[src/rtl/sum_uart_tx.sv]
// Byte FIFO (4 entries) feeding a UART 8N1 transmitter. Frames start only when
// ena is high; the FIFO accepts bytes regardless of ena.
module sum_uart_tx #(
  parameter int unsigned CLKS_PER_BIT = 16,
  parameter int unsigned FIFO_DEPTH   = 4
) (
  input  logic       clk,
  input  logic       rst_n,
  input  logic       ena,
  input  logic [7:0] sum_in,
  input  logic       sum_valid,
  output logic       sum_ready,
  output logic       tx,
  output logic       busy,
  output logic [2:0] fifo_count,
  output logic       overflow
);

  localparam int unsigned     CW         = $clog2(CLKS_PER_BIT);
  localparam logic [CW-1:0]   CNT_MAX    = CW'(CLKS_PER_BIT - 1);
  localparam logic [2:0]      FULL_COUNT = 3'(FIFO_DEPTH);

  typedef enum logic [1:0] {IDLE, START, DATA, STOP} state_t;

  state_t        state_q, state_d;
  logic [CW-1:0] cnt_q, cnt_d;
  logic [2:0]    bit_q, bit_d;
  logic [7:0]    shift_q, shift_d;
  logic          tx_q, tx_d;
  logic [1:0]    wr_ptr_q, wr_ptr_d;
  logic [1:0]    rd_ptr_q, rd_ptr_d;
  logic [2:0]    count_q, count_d;
  logic          overflow_q, overflow_d;
  logic [7:0]    mem_q [FIFO_DEPTH];
  logic          push, pop;

  // Ready comes from the pre-edge count, so a push while full is refused
  // even when a pop happens on the same edge.
  assign sum_ready  = (count_q != FULL_COUNT);
  assign push       = sum_valid && sum_ready;
  assign tx         = tx_q;
  assign busy       = (state_q != IDLE);
  assign fifo_count = count_q;
  assign overflow   = overflow_q;

  always_comb begin
    state_d = state_q;
    cnt_d   = cnt_q;
    bit_d   = bit_q;
    shift_d = shift_q;
    tx_d    = tx_q;
    pop     = 1'b0;
    unique case (state_q)
      IDLE: begin
        tx_d  = 1'b1;
        cnt_d = '0;
        bit_d = '0;
        if (ena && (count_q != 3'd0)) begin
          pop     = 1'b1;
          shift_d = mem_q[rd_ptr_q];
          state_d = START;
          tx_d    = 1'b0;
        end
      end
      START: begin
        if (cnt_q == CNT_MAX) begin
          cnt_d   = '0;
          state_d = DATA;
          tx_d    = shift_q[0];
        end else begin
          cnt_d = cnt_q + CW'(1);
        end
      end
      DATA: begin
        if (cnt_q == CNT_MAX) begin
          cnt_d = '0;
          if (bit_q == 3'd7) begin
            bit_d   = '0;
            state_d = STOP;
            tx_d    = 1'b1;
          end else begin
            // tx is registered, so the next bit is taken one position ahead
            bit_d   = bit_q + 3'd1;
            shift_d = {1'b0, shift_q[7:1]};
            tx_d    = shift_q[1];
          end
        end else begin
          cnt_d = cnt_q + CW'(1);
        end
      end
      STOP: begin
        if (cnt_q == CNT_MAX) begin
          cnt_d   = '0;
          state_d = IDLE;
        end else begin
          cnt_d = cnt_q + CW'(1);
        end
      end
      default: state_d = IDLE;
    endcase

    wr_ptr_d   = wr_ptr_q + 2'(push);
    rd_ptr_d   = rd_ptr_q + 2'(pop);
    count_d    = count_q + 3'(push) - 3'(pop);
    overflow_d = overflow_q | (sum_valid & ~sum_ready);
  end

  always_ff @(posedge clk) begin
    if (!rst_n) begin
      state_q    <= IDLE;
      cnt_q      <= '0;
      bit_q      <= '0;
      shift_q    <= '0;
      tx_q       <= 1'b1;
      wr_ptr_q   <= '0;
      rd_ptr_q   <= '0;
      count_q    <= '0;
      overflow_q <= 1'b0;
    end else begin
      state_q    <= state_d;
      cnt_q      <= cnt_d;
      bit_q      <= bit_d;
      shift_q    <= shift_d;
      tx_q       <= tx_d;
      wr_ptr_q   <= wr_ptr_d;
      rd_ptr_q   <= rd_ptr_d;
      count_q    <= count_d;
      overflow_q <= overflow_d;
    end
  end

  always_ff @(posedge clk) begin
    if (rst_n && push) begin
      mem_q[wr_ptr_q] <= sum_in;
    end
  end

endmodule
[config.mk]
export PLATFORM = sky130hd
export DESIGN_NAME = sum_uart_tx
export DESIGN_NICKNAME = d
export VERILOG_FILES = /design/src/rtl/sum_uart_tx.sv
export SDC_FILE = /design/constraint.sdc
export NUM_CORES = 1
export LEC_CHECK = 0
export CELL_PAD_IN_SITES_DETAIL_PLACEMENT = 0
export CELL_PAD_IN_SITES_GLOBAL_PLACEMENT = 2
export CORE_MARGIN = 1.5
export CORE_UTILIZATION = 30
export DETAILED_ROUTE_END_ITERATION = 16
export GPL_TIMING_DRIVEN = 0
export HOLD_SLACK_MARGIN = 0.05
export PLACE_DENSITY = 0.67
export SYNTH_ARGS = -nofsm -noshare
export SYNTH_HDL_FRONTEND = slang
export SYNTH_SLANG_ARGS = --single-unit
[constraint.sdc]
create_clock -name clk -period 2.9 [get_ports clk]
set_input_delay 0.58 -clock clk [delete_from_list [all_inputs] [get_ports clk]]
set_output_delay 0.58 -clock clk [all_outputs]
set_load 0.01 [all_outputs]
==> qor.log, run 1 <==
qor: run_status.run_status completed
qor: drt.top_layer_used_by_detailed_routing met4
qor: power.total_power 2730 uW
qor: worst_setup_path.crit_required 2.84 ns
qor: timing.skew 0.00833 ns
qor: die.die-height 93.9 um
qor: drt.drt_wl_total 4520 um
qor: layout.layout-area-overhead-vs-synth 20.7%
qor: placement.port_buffers 18
qor: clock_tree.number_of_levels_in_the_clock_h_tree 3
qor: grt.grt_max_degree 11
qor: layout.layout.cells.most_common_list 32 x edfxtp_1, 26 x dfxtp_1, 21 x nor2_1
qor: clock_tree.cts.sink_count 58
qor: power.psw 834 uW
qor: power.vdd_ir_drop_max 396 uV
qor: timing.slew_viol_final 0
qor: timing.report.final.setup_viol 0
qor: grt.global_route.overflow_total 0
qor: placement.detailed_place_hpwl 3070 um
qor: worst_setup_path.critical_path.cell_chain clkdlybuf4s50_1, and3_1, nor3b_1
qor: die.io-pin-count 19
qor: synth.synth_fp_nets 207
qor: layout.antenna_cells_inserted 0
qor: timing.final_min_period_over_clock_period 86.7%
qor: grt.grt_first_pass_wirelength 7470 um
qor: timing.setup_repair_after_global_routing_missed_its_margin no
qor: synth.syn_area 2480 sq um
qor: grt.via_count_of_the_first_global_routing_pass 1,468
qor: layout.final_area 2990 sq um
qor: clock_tree.post_cts.resized_instances 0
qor: placement.placedInstanceArea 2790 sq um
qor: timing.layout_min_cycle_time 2.51 ns
qor: worst_hold_path.hold_start cnt_q[0]$_SDFF_PP0_
qor: worst_setup_path.category_of_the_worst_setup_path_launch_point input pin
qor: worst_setup_path.cp_slowest_stage_delay 1.02 ns
qor: placement.place_congestion 0.701
qor: synth.netlist_top_cells_area edfxtp_1 39%, dfxtp_1 21%, mux4_2 7.3%, ha_1 5.0%, mux2i_1 3.6%
qor: timing.fin_worst_hold_slack 0.454 ns
qor: synth.ys.warnings.count 0
qor: drt.routedLengthMet1 2120 um
qor: layout.layout-drive-gt1-share 14.3%
qor: die.die_area 8820 sq um
qor: clock_tree.clock_insertion_delay_worst_skew 0.34 ns
qor: drt.wl_met3 194 um
qor: die.die_w 93.9 um
qor: grt.grtUsageTotal 11.7%
qor: timing.fmax 0.398 GHz
qor: clock_tree.clock_tree.buffer_depth 2
qor: worst_setup_path.crit_fanout 8
qor: worst_setup_path.worstSetupEndpointType flip-flop
qor: run.maxCapViolCount 0
qor: worst_hold_path.min-delay-path-class flip-flop to flip-flop
qor: synth.flip_flop_and_latch_count_after_synthesis 58
qor: drt.vias_per_cell 4.69
qor: die.floorplan.initialDensity 31.6%
qor: power.combinationalPowerShare 31.8%
qor: clock_tree.tritoncts.num_buffers 9
qor: die.placeableCoreArea 7850 sq um
qor: timing.tightest_slew 1.25 ns
qor: worst_setup_path.critPathKind input pin to flip-flop
qor: drt.routed_wirelength_normalized_by_instance_count 14.2 um
qor: worst_setup_path.startpoint rst_n
qor: drt.drtIter0Drc 26
qor: synth.avgSynthCellArea 13.5 sq um
qor: power.clock_power_share 28.8%
qor: drt.drc 0
qor: power.p_per_area 912 nW/um^2
qor: timing.maxSlewHeadroom 16.3%
qor: drt.postRouteAntennaNets 0
qor: clock_tree.cell_chosen_for_the_clock_root clkbuf_8
qor: timing.hold_viol_final 0
qor: clock_tree.cts_tree done
qor: worst_setup_path.worst-endpoint-arrival 2.46 ns
qor: layout.finalNetCount 236
qor: synth.dominant_cell_type_by_area_after_synthesis edfxtp_1
qor: power.p_int 1890 uW
qor: die.std_cell_rows 32
qor: drt.detailed_routing_iterations_pass_1 4
qor: power.leakage_power_total 0.00106 uW
qor: drt.route.met2.wl 2160 um
qor: drt.dr_total_vias 1,496
qor: clock_tree.clkTransAtPathRegs 0.06 ns
qor: power.share_seq_of_total_power 39.4%
qor: synth.synth_cells 184
qor: synth.post_synth_cell_types 37
qor: clock_tree.post_cts_hold_buffer_count 0
qor: clock_tree.buffers_inserted_during_post_cts_setup_optimization 0
qor: worst_setup_path.critPathSlowestCell nor3b_1
qor: grt.antenna_violations_before_repair 0
qor: power.power_switching_share 30.6%
qor: layout.mostFrequentLayoutCell edfxtp_1
qor: synth.synth_seq_area_share 59.8%
qor: worst_setup_path.critical_path.reg2reg.startpoint state_q[1]$_SDFFE_PN0P_
qor: synth.area_share_of_the_leading_cell_type_in_the_synthesized_netlist 38.8%
-- metal layers --
layer | up-vias | GRT usage (%)
met5 | - | 0
met4 | 0 | 3.73
met3 | 8 | 5.18
met2 | 27 | 18.5
met1 | 720 | 14.1
li1 | 741 | -
-- stage by stage --
step | utilization, % | setup slack (ns) | TNS (ns) | instances
after floorplan | - | 0.623 | 0 | 184
after global placement | 35.5 | -0.104 | -0.825 | 304
after detailed placement | 35.5 | -0.0467 | -0.371 | 304
after CTS | 38.1 | 0.312 | 0 | 319
after global routing | 38.1 | 0.222 | 0 | 319
final | 38.1 | 0.386 | 0 | 319
-- kinds of logic after synthesis --
group,count (synthesis),share of synthesized area [%]
fa+ha+maj,11,5.86
mux,17,10.9
xor+xnor,8,2.83
simple gates,46,9.24
buf+inv,15,3.08
compound gates,29,8.33
flops,58,59.8
-- sequential cells by signal (all words and copies together) (netlist names) --
name and count:
mem_q 32, shift_q 8, cnt_q 4, bit_q 3
fifo_count 3, rd_ptr_q 2, state_q 2, wr_ptr_q 2
overflow 1, tx 1
-- layout make-up --
cell class                 instances  area (sq um)
timing repair buffer              18           180
sequential                        58          1480
fill                             784          4850
buffer                             8          50.0
tap                              102           128
multi-input combinational        111           921
clock inverter                     6          82.6
clock buffer                       9           124
inverter                           7          26.3
-- synth_stat cells, drive strengths merged --
library cell and count:
edfxtp 32, dfxtp 26, nor2 21, o21ai 11
ha 10, mux2i 9, a21oi 8, mux4 8
inv 7, xnor2 6, buf 5, nand2 5
and2 3, and3 3, clkbuf 3, nand3 3
a32oi 2, nand4 2, nand4b 2, nor3 2
o31ai 2, or3 2, xor2 2, a221oi 1
a22oi 1, a31oi 1, fa 1, nor3b 1
o211a 1, o211ai 1, o311ai 1, or3b 1
or4b 1
-- worst paths after layout --
check	end	slack [ns]	depth (start not counted)
hold / removal	cnt_q[0]$_SDFF_PP0_	0.45	1
setup / recovery	mem_q[0][0]$_DFFE_PP_	0.39	3
setup reg to reg	fifo_count[2]$_SDFF_PN0_	0.53	10
hold reg to reg	cnt_q[0]$_SDFF_PP0_	0.45	1
-- worst max-delay path: cells and delay by family --
| kind | cells | cell delay (ns) |
|---|---|---|
| buf+inv | 1 | 0.59 |
| simple gates | 2 | 1.29 |
-- power groups by stage --
stage	combinational (uW)	sequential (uW)	clock [uW]
4_1_cts	886	1080	813
3_5_place_dp	884	1100	0
2_1_floorplan	641	1090	0
3_3_place_gp	887	1100	0
6_report	868	1080	785
5_1_grt	967	1090	845
Note: power is estimated with default switching activity, not from simulation.
==> inputs of run 2 (changes only) <==
CTS_CLUSTER_SIZE = 8   (was not set)
==> results of run 2 <==
Same layout as run 1: the final DEF is identical, and so are final timing and power.
==> inputs of run 3 (changes only) <==
SKIP_LAST_GASP = 1   (was not set)
==> results of run 3 <==
Same layout as run 1: the final DEF is identical, and so are final timing and power.
